$ cat config.mk
export PLATFORM = sky130hd
export DESIGN_NAME = dmem_copy_engine
export DESIGN_NICKNAME = d
export VERILOG_FILES = /design/src/rtl/dmem_copy_engine.sv
export SDC_FILE = /design/constraint.sdc
export NUM_CORES = 1
export LEC_CHECK = 0
export ABC_AREA = 1
export CAP_MARGIN = 20
export CORE_MARGIN = 2
export CORE_UTILIZATION = 35
export DETAILED_ROUTE_END_ITERATION = 12
export PLACE_DENSITY_LB_ADDON = 0.12
export SYNTH_ARGS = -nofsm -noshare
export SYNTH_HDL_FRONTEND = slang
export SYNTH_SLANG_ARGS = --single-unit
$ cat constraint.sdc
create_clock -name clk_i -period 4.3 [get_ports clk_i]
set_input_delay 0.86 -clock clk_i [delete_from_list [all_inputs] [get_ports clk_i]]
set_output_delay 0.86 -clock clk_i [all_outputs]
set_load 0.03 [all_outputs]
$ cat src/rtl/dmem_copy_engine.sv
// Data-memory copy engine: moves a block of 32-bit words from a source to a
// destination address through the shared memory port and keeps an XOR checksum.
module dmem_copy_engine #(
   parameter int LEN_W  = 9,
   parameter int ADDR_W = 32
) (
   input  logic              clk_i,
   input  logic              rst_ni,
   input  logic              start_i,
   input  logic              abort_i,
   input  logic [ADDR_W-1:0] src_addr_i,
   input  logic [ADDR_W-1:0] dst_addr_i,
   input  logic [LEN_W-1:0]  len_i,
   output logic              mem_re_o,
   output logic              mem_we_o,
   output logic [ADDR_W-1:0] mem_addr_o,
   output logic [31:0]       mem_wdata_o,
   input  logic [31:0]       mem_rdata_i,
   output logic              busy_o,
   output logic              done_o,
   output logic [LEN_W-1:0]  words_done_o,
   output logic [31:0]       checksum_o
);

   typedef enum logic [1:0] {
      ST_IDLE  = 2'd0,
      ST_READ  = 2'd1,
      ST_WRITE = 2'd2,
      ST_DONE  = 2'd3
   } state_t;

   localparam logic [ADDR_W-1:0] WORD_STEP = ADDR_W'(4);
   localparam logic [LEN_W-1:0]  LEN_ZERO  = {LEN_W{1'b0}};
   localparam logic [LEN_W-1:0]  LEN_ONE   = LEN_W'(1);

   state_t            state_q, state_d;
   logic [ADDR_W-1:0] src_q, src_d;
   logic [ADDR_W-1:0] dst_q, dst_d;
   logic [LEN_W-1:0]  rem_q, rem_d;
   logic [LEN_W-1:0]  words_q, words_d;
   logic [31:0]       buf_q, buf_d;
   logic [31:0]       csum_q, csum_d;

   logic              re_q, re_d;
   logic              we_q, we_d;
   logic              busy_q, busy_d;
   logic              done_q, done_d;
   logic [ADDR_W-1:0] addr_q, addr_d;
   logic [31:0]       wdata_q, wdata_d;

   function automatic logic [ADDR_W-1:0] word_align(input logic [ADDR_W-1:0] a);
      return {a[ADDR_W-1:2], 2'b00};
   endfunction

   // Transfer sequencing: next state, pointers, counters and checksum.
   always_comb begin
      state_d = state_q;
      src_d   = src_q;
      dst_d   = dst_q;
      rem_d   = rem_q;
      words_d = words_q;
      buf_d   = buf_q;
      csum_d  = csum_q;
      case (state_q)
         ST_IDLE: begin
            if (start_i) begin
               src_d   = word_align(src_addr_i);
               dst_d   = word_align(dst_addr_i);
               rem_d   = len_i;
               words_d = LEN_ZERO;
               csum_d  = 32'h0000_0000;
               if (len_i != LEN_ZERO) begin
                  state_d = ST_READ;
               end else begin
                  state_d = ST_DONE;
               end
            end else begin
               state_d = ST_IDLE;
            end
         end
         ST_READ: begin
            buf_d  = mem_rdata_i;
            csum_d = csum_q ^ mem_rdata_i;
            src_d  = src_q + WORD_STEP;
            if (abort_i) begin
               state_d = ST_IDLE;
            end else begin
               state_d = ST_WRITE;
            end
         end
         ST_WRITE: begin
            dst_d   = dst_q + WORD_STEP;
            words_d = words_q + LEN_ONE;
            rem_d   = rem_q - LEN_ONE;
            if (abort_i) begin
               state_d = ST_IDLE;
            end else if (rem_q == LEN_ONE) begin
               state_d = ST_DONE;
            end else begin
               state_d = ST_READ;
            end
         end
         ST_DONE: begin
            state_d = ST_IDLE;
         end
         default: begin
            state_d = ST_IDLE;
         end
      endcase
   end

   // Port outputs are decoded from the upcoming state so they come straight from flops.
   always_comb begin
      re_d    = 1'b0;
      we_d    = 1'b0;
      busy_d  = 1'b0;
      done_d  = 1'b0;
      addr_d  = {ADDR_W{1'b0}};
      wdata_d = 32'h0000_0000;
      case (state_d)
         ST_READ: begin
            re_d   = 1'b1;
            busy_d = 1'b1;
            addr_d = src_d;
         end
         ST_WRITE: begin
            we_d    = 1'b1;
            busy_d  = 1'b1;
            addr_d  = dst_d;
            wdata_d = buf_d;
         end
         ST_DONE: begin
            done_d = 1'b1;
            busy_d = 1'b1;
         end
         default: begin
            re_d = 1'b0;
         end
      endcase
   end

   // State, datapath and output registers.
   always_ff @(posedge clk_i or negedge rst_ni) begin
      if (!rst_ni) begin
         state_q <= ST_IDLE;
         src_q   <= {ADDR_W{1'b0}};
         dst_q   <= {ADDR_W{1'b0}};
         rem_q   <= LEN_ZERO;
         words_q <= LEN_ZERO;
         buf_q   <= 32'h0000_0000;
         csum_q  <= 32'h0000_0000;
         re_q    <= 1'b0;
         we_q    <= 1'b0;
         busy_q  <= 1'b0;
         done_q  <= 1'b0;
         addr_q  <= {ADDR_W{1'b0}};
         wdata_q <= 32'h0000_0000;
      end else begin
         state_q <= state_d;
         src_q   <= src_d;
         dst_q   <= dst_d;
         rem_q   <= rem_d;
         words_q <= words_d;
         buf_q   <= buf_d;
         csum_q  <= csum_d;
         re_q    <= re_d;
         we_q    <= we_d;
         busy_q  <= busy_d;
         done_q  <= done_d;
         addr_q  <= addr_d;
         wdata_q <= wdata_d;
      end
   end

   assign mem_re_o     = re_q;
   assign mem_we_o     = we_q;
   assign mem_addr_o   = addr_q;
   assign mem_wdata_o  = wdata_q;
   assign busy_o       = busy_q;
   assign done_o       = done_q;
   assign words_done_o = words_q;
   assign checksum_o   = csum_q;

endmodule

# --- After elaboration in Yosys (flattened, before gate mapping) ---
# Cells that the tools add are included.
# Widths: inputs -> output; s select.
word_totals:
  out_inout_bits: 109
  in_bits: 109
  elab_cells: 56
  ff_bits: 216
op_classes:
  n_eq_ne: 8
  reduce_logical: 7
  n_bitwise: 1
  n_mux: 23
  n_addsub: 4
ops:
  columns: ["op", "count"]
  rows:
  - ["$pmux 32 s2", 4]
  - ["$mux 32", 5]
  - ["$add 32x3->32 const B", 2]
  - ["$pmux 9 s2", 2]
  - ["$xor 32x32->32", 1]
  - ["$mux 9", 2]
  - ["$mux 2", 5]
  - ["$add 9x1->9 const B", 1]
  - ["$eq 9x1->1 const B", 1]
  - ["$reduce_bool 9->1", 1]
  - ["$sub 9x1->9 const B", 1]
  - ["$eq 2x2->1 const B", 4]
  - ["$pmux 2 s4", 1]
  - ["$eq 2x1->1 const B", 2]
  - ["$mux 1", 4]
  - ["$reduce_and 2->1", 2]
  - ["$reduce_bool 2->1", 2]
  - ["$reduce_or 3->1", 1]
  - ["$logic_not 2->1", 1]
  - ["$ne 2x2->1 const B", 1]

# --- Logic depth before layout (Yosys ltp) ---
depth:
  ltp_word: 7
  ltp_mapped: 13

# --- Worst setup path after synthesis ---
# Ideal clock, no wire load.
synth_path:
  path_kind: "input-to-reg"
  from: "in start_i"
  to: "reg wdata_q[7] (netlist: mem_wdata_o[7])"
  cell_stages: 12
  path_slack_ns: 1.762
  t_arrival_ns: 2.400
  required_ns: 4.162
  path_cell_list: "buf_2 > nand2_2 > nor3_1 > nand3_1 > o21ai_0 > a31oi_1 > inv_1 > ha_1 > clkbuf_1 > inv_1 > clkbuf_1 > a211oi_1"
synth_via:
  elab_chain_len: 4
synth_lines:
  columns: ["item", "line_no", "rtl"]
  rows:
  - ["start: declaration", "9", "input logic start_i,"]
  - ["$mux 2", "66", "if (start_i) begin"]
  - ["$pmux 2 s4", "64", "case (state_q)"]
  - ["named net state_d[1]", "36", "state_t state_q, state_d;"]
  - ["$eq 2x2->1", "120", "case (state_d)"]
  - ["$mux 32", "120", null]
  - ["named net wdata_d[7]", "49", "logic [31:0] wdata_q, wdata_d;"]
  - ["end signal: assignment", "171", "wdata_q <= wdata_d;"]
  - ["end: declaration", "49", null]
# The timed path passes the listed nets, and every way through them passes these cells.
# A chain may end at the register's enable or synchronous reset.

# --- Final worst setup path ---
layout_path:
  from: "reg state_q[1]"
  to: "reg wdata_q[7] (netlist: mem_wdata_o[7])"
layout_via:
  elab_chain_len: 4
  word_cells_on_any_way: 8
  classes_between: "eq/ne (4); mux (3); reduce/logical (1)"
layout_lines:
  columns: ["item", "line_no", "rtl"]
  rows:
  - ["start: declaration", "36", null]
  - ["start signal: assignment", "159", "state_q <= state_d;"]
  - ["$eq 2x2->1, or another cell as far along", "64", null]
  - ["$pmux 2 s4 (*)", "64", null]
  - ["named net state_d[1]", "36", null]
  - ["$eq 2x2->1 (*)", "120", null]
  - ["$mux 32 (*)", "120", null]
  - ["named net wdata_d[7]", "49", null]
# Mark *: on every way through the listed nets, which the timed path passes. The rest lies on a longest branch.

==> impl_metrics.tcl <==
set metrics [dict create \
    yosys_register_bits 216 \
    cts_resized 0 \
    postSynthAreaPerCell_sq_um 7.793 \
    layout-drive-gt1-share 0.06856 \
    start_kind "register" \
    drc 0 \
    period_share 0.6883 \
    crit_family "buffers and inverters" \
    ant_nets 0 \
    arrival_ns 3.33 \
    grt_pass1_vias 9935 \
    core-area_sq_um 30590 \
    synthArstFlopShare 1.000 \
    critPathSlowestCell "dfrtp_1" \
    drtIter0Drc 642 \
    clock_latency_ns 0.54 \
    rows 64 \
    route.final.wire_length_mm 34.27 \
    seq_area_frac_synth 0.4976 \
    synth_edf_count 0 \
    path_cells "inv_2 > nor2_4 > inv_2 > nor2_1 > a31oi_1 > inv_1 > ha_1 > buf_4 > inv_1 > buf_4 > a211oi_1" \
    ios 218 \
    cp-startpoint "state_q[1]$_DFF_PN0_" \
    final_nets 1719 \
    worstRegToRegCells 11 \
    hp-class "in2async" \
    synth.distinct_cells 53 \
    grt_start_max_net_pins 102 \
    tightest_slew_ns 0.8238 \
    ir_worst_vdd_v 0.0003193 \
    cellLeakagePower_nw 6.384 \
    clock.fmax_mhz 337.9 \
    cts_root_buf "clkbuf_16" \
    yosysTopAreaCell "dfrtp_1" \
    fin_skew_ns 0.01234 \
    route.vias.total 9959 \
    syn-num-nets 1512 \
    clockBufferDepth 3 \
    cts_tree "built" \
    gr-total-overflow 0 \
    die_w_um 180.2 \
    crit_type "reg2reg" \
    met2_usage 0.3321 \
    place_hpwl_mm 24.46 \
    crit_fanout 32 \
    r2r-start "state_q[1]$_DFF_PN0_" \
    die_area_sq_um 32460 \
    cp.required_ns 4.67 \
    post-cts-setup-buffers 0 \
    place_area_sq_um 13400 \
    cts.sinks 216 \
    hold_viol 0 \
    cap_viol_max_count 0 \
    io_buffers 213 \
    crit_path_max_incr_delay_ns 0.64 \
    gr-usage-all-layers 0.2096 \
    synth_area_leaders "dfrtp_1 (50%), nand2_1 (14%), nor2_1 (5.8%)" \
    area_growth_pct 31.09 \
    synth_area_sq_um 10860 \
    grt_pass1_wl_mm 54.77 \
    yosys_warnings 0 \
    cts_htree_levels 1 \
    synthesis.instances 1394 \
    rsz0062_at_grt "false" \
    cts_hold_buf 0 \
    maxSlewHeadroom 0.4500 \
    busiest_layer "met2" \
    initial_core_util 0.3551 \
    final_area_sq_um 14240 \
    use_met3 0.03577 \
    dr.pass1.iters 5 \
    power_density_nw_per_um2 524.1 \
    use_met1 0.2957 \
    cts_buffers 26 \
    clkTransAtPathRegs_ns 0.06 \
    endpoint_kind "register" \
    antenna_found_initial 1 \
    slew_violations 0 \
    setup_viol 0 \
    hold_slack_ns 0.3460 \
    gp_congestion 0.8920 \
    outcome "finished clean" \
    dpl_worst_slack_ns 0.9741 \
    final_util 0.4655 \
    synth_ff_type "dfrtp_1" \
    antennaDiodeCount 0 \
    r2r_setup_slack_ns 1.34 \
    netlist.area_leader.share 0.4976 \
    die_h_um 180.2 \
    path_buf_inv 6 \
    wl_per_cell_um 17.01 \
    tns_ns 0 \
    min_period_ns 2.960 \
    fin_ws_ns 1.340 \
    viasPerCell 4.942 \
    nFillCells 3046 \
    reg2reg_to "mem_wdata_o[7]$_DFF_PN0_" \
]
[per-layer routing]
metal  up-vias  part of all wire
met1      4702              0.47
met3        52             0.055
met5         -           0.00041
li1       4928                 -
met2       275              0.45
met4         2             0.028
[kinds of logic (layout without fill, tap and decap cells)]
family	after synthesis	in the layout	synth area share
fa+ha+maj	9	9	0.01037
buf+inv	193	418	0.07222
simple gates	715	715	0.2736
flops	216	216	0.4976
mux	2	2	0.001843
compound gates	250	250	0.1372
xor+xnor	9	9	0.007257
[worst max path at each step]
| stage | to | slack (ns) | cells after the start |
|---|---|---|---|
| after floorplan | mem_wdata_o[7]$_DFF_PN0_ | 1.76 | 12 |
| after global placement | mem_wdata_o[7]$_DFF_PN0_ | 1.02 | 12 |
| after detailed placement | mem_addr_o[27]$_DFF_PN0_ | 0.97 | 11 |
| after CTS | mem_wdata_o[7]$_DFF_PN0_ | 1.31 | 11 |
| after global routing | mem_wdata_o[6]$_DFF_PN0_ | 1.06 | 11 |
| final | mem_wdata_o[7]$_DFF_PN0_ | 1.34 | 11 |
[placed cells by master (no fill, tap or decap), types with 5 or more instances in the layout]
master	instances
a21oi_1	118
a22oi_1	14
buf_4	16
clkbuf_1	7
clkbuf_16	26
clkbuf_8	7
clkdlybuf4s50_1	212
dfrtp_1	216
ha_1	9
inv_1	119
inv_2	21
nand2_1	401
nand2_2	5
nand3_1	100
nand4_1	5
nor2_1	169
nor2_2	7
nor2_4	6
o211ai_1	19
o21a_1	22
o21ai_0	37
o21ai_1	11
or2_2	6
xor2_1	8
[synth_stat cells, types with 4 or more instances]
cell type,number
a211oi_1,4
a21oi_1,118
a22oi_1,14
a31oi_1,4
buf_2,27
clkbuf_1,17
dfrtp_1,216
ha_1,9
inv_1,119
inv_2,21
nand2_1,401
nand2_2,5
nand3_1,100
nand4_1,5
nor2_1,169
nor2_2,7
nor2_4,6
o211ai_1,19
o21a_1,22
o21ai_0,37
o21ai_1,11
o221ai_1,4
or2_2,6
xor2_1,8
[sequential cells by signal, summed over array words and instances (netlist names)]
| name | flops |
|---|---|
| mem_addr_o | 32 |
| mem_we_o | 1 |
| rem_q | 9 |
| busy_o | 1 |
| words_done_o | 9 |
| done_o | 1 |
| state_q | 2 |
| checksum_o | 32 |
| mem_wdata_o | 32 |
| src_q | 32 |
| buf_q | 32 |
| mem_re_o | 1 |
| dst_q | 32 |
[worst register-to-register path, delay by kind of cell (launching register included)]
kind	cells	cell delay, ns
buffers and inverters	6	1.43
DFF	1	0.64
AOI/OAI and AO/OA	2	0.37
adders and majority gates	1	0.19
and+or+nand+nor	2	0.17
[area by class of cell]
cell class	instances	area, sq um	share of cell area
Timing Repair Buffer	231	2297	0.1613
Multi-Input combinational cell	985	4673	0.3282
Sequential cell	216	5405	0.3796
Tap cell	396	495.5	0.03479
Clock buffer	40	773.2	0.05430
Clock inverter	6	66.31	0.004657
Inverter	141	529.3	0.03717
[where the power goes]
| part | switching, mW | leakage, nW | internal (mW) | total [mW] |
|---|---|---|---|---|
| clock | 0.865 | 0.416 | 1.29 | 2.16 |
| sequential | 0.431 | 2.77 | 2.51 | 2.94 |
| combinational | 1.50 | 3.20 | 0.867 | 2.37 |
| total | 2.80 | 6.38 | 4.67 | 7.46 |
[per-stage QoR]
stage / instances / power, mW
2_1_floorplan: 1394 / 4.380
3_3_place_gp: 1969 / 5.316
3_5_place_dp: 1969 / 5.344
4_1_cts: 2015 / 7.547
5_1_grt: 2015 / 7.932
6_report: 2015 / 7.463
No activity file was read; power rests on OpenSTA's default activity.
